## src/rtl/fifo_word_packer_pkg.sv

```systemverilog
// rtl/fifo_word_packer_pkg.sv - shared types and sizing helpers for fifo_word_packer
//
// Purpose: FSM state type and the lane-counter width rule used by the packer.
// Ports: none (package).

package fifo_word_packer_pkg;

  typedef enum logic {FILL, HOLD} packer_state_t;

  // Lane counter width: $clog2(ratio), but never narrower than one bit.
  function automatic int count_width(input int ratio);
    return (ratio <= 2) ? 1 : $clog2(ratio);
  endfunction

endpackage

```

## src/rtl/fifo_word_packer.sv

```systemverilog
// rtl/fifo_word_packer.sv - packs RATIO consecutive FIFO words into one wide output word
//
// Purpose: sits behind a syncFIFO, pops narrow words, assembles them lane by
// lane (first popped word in the lowest lane) and offers the wide word on a
// valid/ready port. Handles registered and fall-through FIFO read timing.
// Optional build macro: FIFO_WORD_PACKER_FLUSH_EN (adds flush / out_count).
//
// Ports:
//   clk        rising-edge clock
//   rst        synchronous active-low reset
//   fifo_en    FIFO enable, high only on pop cycles
//   fifo_rw    FIFO direction, always read (0)
//   fifo_out   FIFO read data
//   fifo_empty FIFO empty flag
//   out_data   packed word, lane 0 in the low bits
//   out_valid  out_data holds a complete word
//   out_ready  downstream accepts out_data
//   flush      (macro only) emit the current partial word
//   out_count  (macro only) number of valid lanes in out_data

module fifo_word_packer
  import fifo_word_packer_pkg::*;
#(
  parameter int DATA_WIDTH   = 4,
  parameter int RATIO        = 4,
  parameter int FALL_THROUGH = 0
) (
  input  logic                          clk,
  input  logic                          rst,
  output logic                          fifo_en,
  output logic                          fifo_rw,
  input  logic [DATA_WIDTH-1:0]         fifo_out,
  input  logic                          fifo_empty,
  output logic [RATIO*DATA_WIDTH-1:0]   out_data,
  output logic                          out_valid,
  input  logic                          out_ready
`ifdef FIFO_WORD_PACKER_FLUSH_EN
  ,
  input  logic                          flush,
  output logic [$clog2(RATIO+1)-1:0]    out_count
`endif
);

  localparam int CW = count_width(RATIO);
  localparam int SW = CW + 1;
  localparam logic [CW-1:0] LAST_LANE = CW'(RATIO - 1);
  localparam logic [SW-1:0] RATIO_S   = SW'(RATIO);

  packer_state_t         r_state;
  logic [CW-1:0]         r_count;
  logic                  r_pending;
  logic                  r_valid;
  logic [DATA_WIDTH-1:0] r_lanes [RATIO];

  logic [SW-1:0]         w_sum;
  logic                  w_pop_ok;
  logic                  w_pop;
  logic                  w_cap;

  // Lanes already held plus the one still in flight from a registered-read pop.
  assign w_sum    = {1'b0, r_count} + {{CW{1'b0}}, r_pending};
  assign w_pop_ok = rst && (r_state == FILL) && !fifo_empty && (w_sum < RATIO_S);

`ifdef FIFO_WORD_PACKER_FLUSH_EN
  localparam int OW = $clog2(RATIO + 1);
  logic [OW-1:0] r_out_count;
  logic          w_flush_go;

  assign w_flush_go = flush && (r_state == FILL) && (r_count != '0) && !r_pending;
  // A flushing cycle moves straight to HOLD, so no new word may be popped on it.
  assign w_pop      = w_pop_ok && !w_flush_go;
  assign out_count  = r_out_count;
`else
  assign w_pop      = w_pop_ok;
`endif

  // Registered read: data arrives the cycle after the pop. Fall-through: same edge.
  assign w_cap     = (FALL_THROUGH != 0) ? w_pop : r_pending;
  assign fifo_en   = w_pop;
  assign fifo_rw   = 1'b0;
  assign out_valid = r_valid;

  always_ff @(posedge clk) begin
    if (!rst) begin
      r_state   <= FILL;
      r_count   <= '0;
      r_pending <= 1'b0;
      r_valid   <= 1'b0;
      for (int i = 0; i < RATIO; i++) r_lanes[i] <= '0;
`ifdef FIFO_WORD_PACKER_FLUSH_EN
      r_out_count <= '0;
`endif
    end else begin
      r_pending <= (FALL_THROUGH == 0) && w_pop;
      if (w_cap) begin
        r_lanes[r_count] <= fifo_out;
        if (r_count == LAST_LANE) begin
          r_count <= '0;
          r_state <= HOLD;
          r_valid <= 1'b1;
`ifdef FIFO_WORD_PACKER_FLUSH_EN
          r_out_count <= OW'(RATIO);
`endif
        end else begin
          r_count <= r_count + CW'(1);
        end
      end
`ifdef FIFO_WORD_PACKER_FLUSH_EN
      else if (w_flush_go) begin
        r_count     <= '0;
        r_state     <= HOLD;
        r_valid     <= 1'b1;
        r_out_count <= OW'(r_count);
      end
`endif
      if ((r_state == HOLD) && r_valid && out_ready) begin
        r_valid <= 1'b0;
        r_state <= FILL;
      end
    end
  end

  // Lanes beyond the valid count of a flushed word read as zero.
  always_comb begin
    out_data = '0;
    for (int i = 0; i < RATIO; i++) begin
`ifdef FIFO_WORD_PACKER_FLUSH_EN
      if (OW'(i) < r_out_count)
`endif
        out_data[i*DATA_WIDTH +: DATA_WIDTH] = r_lanes[i];
    end
  end

endmodule

```

## config.mk

```make
export PLATFORM = sky130hd
export DESIGN_NAME = fifo_word_packer
export DESIGN_NICKNAME = d
export VERILOG_FILES = /design/src/rtl/fifo_word_packer_pkg.sv /design/src/rtl/fifo_word_packer.sv
export SDC_FILE = /design/constraint.sdc
export NUM_CORES = 1
export LEC_CHECK = 0
export CORE_UTILIZATION = 47
export DETAILED_ROUTE_END_ITERATION = 12
export PLACE_DENSITY = 0.88
export SYNTH_ARGS = -nofsm -noshare
export SYNTH_HDL_FRONTEND = slang
export SYNTH_SLANG_ARGS = --single-unit
```

## constraint.sdc

```tcl
create_clock -name clk -period 2.15 [get_ports clk]
set_clock_uncertainty 0.1 [all_clocks]
set_input_delay 0.215 -clock clk [delete_from_list [all_inputs] [get_ports clk]]
set_output_delay 0.215 -clock clk [all_outputs]
set_load 0.05 [all_outputs]
```

Word-level counts from Yosys, hierarchy flattened
Memories as Yosys holds them, arrays and structs flattened.
Cells that the tools add are included.
{ "totals": {"inputBits": 8, "ramBits": 16, "elab_cells": 26, "n_memories": 1, "reg_bits": 4} }
{ "classes": {"n_mux": 8, "add_sub_neg": 2, "n_lt_le_gt_ge": 1, "n_reduce_logical": 8, "bitwise": 2, "eq_ne": 1} }
{ "memory_table": {"columns": ["name", "depth", "word_bits", "rd", "rd_ports_with_merged_regs", "write_ports", "line_no", "source"], "rows": [
  ["r_lanes", 4, 4, 4, 0, 4, "fifo_word_packer.sv:53", "logic [DATA_WIDTH-1:0] r_lanes [RATIO];"]
]} }
{ "op_table": {"columns": ["op", "n"], "rows": [
  ["$mux 1", 5],
  ["$logic_and 1x1->1", 4],
  ["$mux 2", 2],
  ["$mux 4", 1],
  ["$reduce_or 4->1", 1],
  ["$add 2x1->3", 1],
  ["$lt 3x3->1 const B", 1],
  ["$add 2x1->2 const B", 1],
  ["$eq 2x2->1 const B", 1],
  ["$not 1->1", 2],
  ["$reduce_and 2->1", 1],
  ["$reduce_or 2->1", 1],
  ["$logic_not 1->1", 1]
]} }

Logic depth before layout (Yosys ltp)
{ "logic_depth": {"depth_word": 5, "ltp_mapped": 3, "ltp_nobuf": 3} }

Worst setup path before layout
Ideal clock, no wire load.
{ "synth_timing": {"path_type": "register -> output", "from": "register out_valid (netlist name)", "to": "output port fifo_en", "stages_incl_launch_ff": 3, "arrival_ps": 1111, "t_required_ps": 1835, "n_path_buf": 0, "slack_ps": 724, "cell_sequence": "dfxtp_1 > nor2_1 > and3_1"} }
{ "synth_rtl": {"columns": ["item", "line_no", "source"], "rows": [
  ["end, declared", "fifo_word_packer.sv:30", "output logic fifo_en,"]
]} }

Worst setup path after layout
{ "layout_timing": {"from": "register r_valid (netlist: out_valid)", "to": "output port out_valid"} }
{ "layout_rtl": {"columns": ["item", "line_no", "source"], "rows": [
  ["start, declared", "fifo_word_packer.sv:52", "logic r_valid;"],
  ["start signal, assigned", "fifo_word_packer.sv:88", "r_valid <= 1'b0;"],
  ["start signal, assigned", "fifo_word_packer.sv:100", "r_valid <= 1'b1;"],
  ["start signal, assigned", "fifo_word_packer.sv:117", "r_valid <= 1'b0;"],
  ["end, declared", "fifo_word_packer.sv:35", "output logic out_valid,"]
]} }
No word-level cell between the ends.

==> results by stage <==
Critical path:
- The launching point of the worst reg2reg path is r_pending.
- For flop-to-flop paths, the worst setup slack is roughly 0.45 ns.
- Measured in cells, the most critical reg-to-reg path has a length of 2.
- On the worst path, the slowest cell contributes a delay of ~0.8 ns.
- In this run the critical register-to-register path is captured at r_lanes[2][0].
- The worst setup path is of the flop to primary output kind.
- Along the worst path, the maximum fanout reaches 4.
- The signal on the critical path passes through clkdlybuf4s50_1.
- The sort of element at the start of the critical path is a flop.
- Data arrives at the worst endpoint at 1.51 ns.
- The buffers plus inverters on the worst setup path is 1.
- The endpoint type of the worst setup path is a primary output.
- Among all stages on the critical path, the largest delay is contributed by sky130_fd_sc_hd__clkdlybuf4s50_1.
- STA puts the critical path data required time at 1.84 ns.
- On the critical path the largest part of the delay comes from buffers and inverters.

Pwr:
- Combinational logic burns 16.0% of the power.
- IR analysis of the VDD net gives a maximum drop of between 0.0006 and 0.0007 V.
- The switching part of the total power is 24.32%.
- The share of total power in the clock network is 33.9%.
- The overall power of the completed layout is about 0.89 mW.
- In this run the static leakage power is 0.4353 nW.
- For this design the total switching power over the nets is 0.2167 mW.
- The part of the total power dissipated in sequential elements is between 50% and 60%.
- The internal power of the cells totals 0.6745 mW.
- The power density of the placed cells is 784.5 nW/µm².

Yosys:
- In the post-synthesis netlist, the biggest area contributors are sky130_fd_sc_hd__edfxtp_1, sky130_fd_sc_hd__dfxtp_1, sky130_fd_sc_hd__and3_1, sky130_fd_sc_hd__nand3b_1, sky130_fd_sc_hd__nor2_1.
- Summed over its instances, the top area cell type makes up 57.83% of the synthesized netlist area.
- The synthesized design spends more area on one cell type than any other, namely sky130_fd_sc_hd__edfxtp_1.
- The cell with the most instances after synthesis is sky130_fd_sc_hd__edfxtp_1.
- The synthesized net count is 75.
- The synthesized design contains 20 register bits.
- The number of warnings reported in the yosys synthesis log is 0.
- The share of synthesized registers carrying an async set or reset is 0%.
- For this run, the register share of the synthesized area comes to around 67%.
- The gate count of the mapped netlist is 66.
- The post-synthesis cell type count is 19.
- The most used flip-flop cell after synthesis is sky130_fd_sc_hd__edfxtp_1.
- Counting instances in the post-synthesis netlist gives the leading cell types as sky130_fd_sc_hd__edfxtp_1, sky130_fd_sc_hd__nor2_1, sky130_fd_sc_hd__and3_1, sky130_fd_sc_hd__nand3b_1, sky130_fd_sc_hd__o21ai_0.
- Counting flops with a built-in enable in the synthesized netlist gives 16.
- The area of the mapped netlist is 830.8 µm².
- The average footprint of a synthesized cell is 12.59 µm².

Floorplan:
- The floorplan step set the die height to between 40 and 50 µm.
- The floorplan step set the die width to 44.05 µm.
- The row count is 14.
- The die area is 1940 µm².
- The initial utilization of the core area, before any placement, comes to a little over half.
- The core region is between 1500 and 2000 µm².
- The number of top-level pins is 27.

Placement:
- Timing analysis after detailed placement gives a worst setup slack of slightly above 0.3 ns.
- During placement, the flow inserted port buffers numbering 25.
- The HPWL after detailed placement is 1.144 mm.
- The final RePlAce weighted congestion is 0.7453.
- The area of placed instances is 1084 µm².
- The number of placed cells counting well taps is 103.

Worst hold path:
- The worst hold path class is primary input to flop.
- The count of cells along the worst hold path is 2.
- The origin of the worst min-delay path is out_ready.
- The end point of the most critical hold path is out_valid.

GRT:
- The total congestion overflow is 0.
- The first global-routing pass estimated ~2.4 mm of wire.
- The number of global-route vias before repair was 516.
- Global routing consumed, over all layers together, 18.38% of the routing resources.
- The number of antenna violations at the first check in global routing is 0.
- The maximum number of pins on one net before global-route repair is 21.

Finish:
- The utilization after layout is 72.06%.
- The number of antenna diodes in the final layout is 0.
- The finished layout holds 107 standard cells, fillers aside.
- The share of final-layout standard cells stronger than drive strength 1 is 5.495%.
- Compared with the post-synthesis result, the final layout area differs by 36.75%.
- Summing all non-filler instances in the final layout gives an area of 1136 µm².
- At the end of the flow, the number of nets in the layout was 101.

Timing:
- Setup violations remaining at the end of the flow were counted as 0.
- For this run, the top clock speed supported by timing is 0.5485 GHz.
- The fraction of the cycle the final worst path needs is 84.80%.
- In this run the tightest slew margin relative to its limit is ~64%.
- The transition time at the pin with the least slew margin is 0.5407 ns.
- The worst slack on hold paths is 0.4026 ns.
- The number of hold violations in the final report is 0.
- After routing, the total negative slack on setup checks comes to 0 ns.
- Setup repair after global routing left no endpoint under its margin.
- The final number of max-transition violations is 0.
- The clock period could shrink to 1.823 ns.
- The post-layout worst setup margin is 0.3267 ns.

Clock network:
- The clock tree from TritonCTS is done.
- In this run the post-CTS setup repair buffer count came out at 0.
- The cell chosen for the clock root is sky130_fd_sc_hd__clkbuf_4.
- After clock tree synthesis, the flow added hold-fix buffers numbering 0.
- The later pin in the worst-skew pair is clocked with a latency of 0.29 ns.
- The TritonCTS sink count is 20.
- The number of cells upsized or downsized after cts is 0.
- The worst-case clock buffer depth is 2.
- The CTS buffer count is 3.
- CTS built an H-tree with a depth of 1.
- Clock-pin slew was measured on the worst setup and hold paths at 0.11 ns.

Outcome:
- The flow ran to the end, but the final reports show violations.
- The final reports fail on DRC.

Routing:
- The DRC violations left is 3.
- Dividing the detail-routed wire length by the instance count gives roughly 14 µm.
- The count of nets left with antenna violations once routing finished came out at 0.
- The first-iteration detailed-routing DRC count is 32.
- The via count normalized by instance count is around 5.5.
- The via count is 587.
- The pre-antenna-repair detailed-routing pass consisted of 8 iterations.
- Wires add up to 1.510 mm.

Job:
- The max-capacitance violation count is 0.
[placed cells by master, fill, tap and decap left out]
cell / netlist / routed
sky130_fd_sc_hd__conb_1: 1 / 1
sky130_fd_sc_hd__clkdlybuf4s50_1: 0 / 24
sky130_fd_sc_hd__nand2_1: 3 / 3
sky130_fd_sc_hd__clkbuf_4: 0 / 3
sky130_fd_sc_hd__buf_12: 0 / 1
sky130_fd_sc_hd__o21ai_0: 5 / 5
sky130_fd_sc_hd__edfxtp_1: 16 / 16
sky130_fd_sc_hd__ha_1: 1 / 1
sky130_fd_sc_hd__mux2i_1: 1 / 1
sky130_fd_sc_hd__and4b_1: 1 / 1
sky130_fd_sc_hd__nand3_1: 1 / 1
sky130_fd_sc_hd__bufinv_16: 0 / 1
sky130_fd_sc_hd__nand2b_1: 2 / 2
sky130_fd_sc_hd__nand3b_1: 5 / 5
sky130_fd_sc_hd__inv_1: 1 / 1
sky130_fd_sc_hd__nand4b_1: 1 / 1
sky130_fd_sc_hd__and3_1: 6 / 6
sky130_fd_sc_hd__and2_1: 4 / 4
sky130_fd_sc_hd__nor2b_1: 1 / 1
sky130_fd_sc_hd__dfxtp_1: 4 / 4
sky130_fd_sc_hd__nor2_1: 9 / 9
[kinds of logic after synthesis]
group                    after synthesis  share of synthesized area, %
adder cells (fa/ha/maj)                1                         1.506
flip-flops                            20                         67.47
AO/OA/AOI/OAI                          5                         3.012
other                                  1                        0.4514
AND/OR/NAND/NOR                       33                         22.59
multiplexers                           1                         1.205
buffers and inverters                  5                         3.764
[sequential cells by signal (all words and copies together) (netlist names)]
name	count
r_lanes	16
r_count	2
r_pending	1
out_valid	1
[worst max path at each step]
stage               from            end  slack (ns)  depth (start not counted)
6_report       out_valid      out_valid        0.33                          1
5_1_grt        out_valid      out_valid        0.27                          1
3_5_place_dp         rst  r_lanes[2][0]        0.31                          2
4_1_cts        out_valid      out_valid        0.33                          1
2_1_floorplan  out_valid        fifo_en        0.72                          2
3_3_place_gp         rst  r_lanes[0][2]        0.40                          2
[final cells by class]
class | count | area (µm²)
clock inverter | 1 | 30.03
sequential | 20 | 560.5
clock buffer | 3 | 22.52
inverter | 1 | 3.754
timing repair buffer | 25 | 260.3
multi-input combinational | 41 | 239.0
fill | 118 | 440.4
tap | 16 | 20.02
[routing by layer]
layer	wire [µm]	GRT usage [%]
met5	0	0
met4	19	10.91
met3	73	2.857
met2	816	32.35
met1	601	20.94
[power groups by stage]
stage          clock network [mW]  logic, mW  registers (mW)
6_report                    0.302      0.142           0.447
3_3_place_gp                    0      0.139           0.455
5_1_grt                     0.325      0.149           0.449
3_5_place_dp                    0      0.142           0.457
4_1_cts                     0.303      0.143           0.447
2_1_floorplan                   0     0.0381           0.509
No activity file was read; power rests on OpenSTA's default activity.
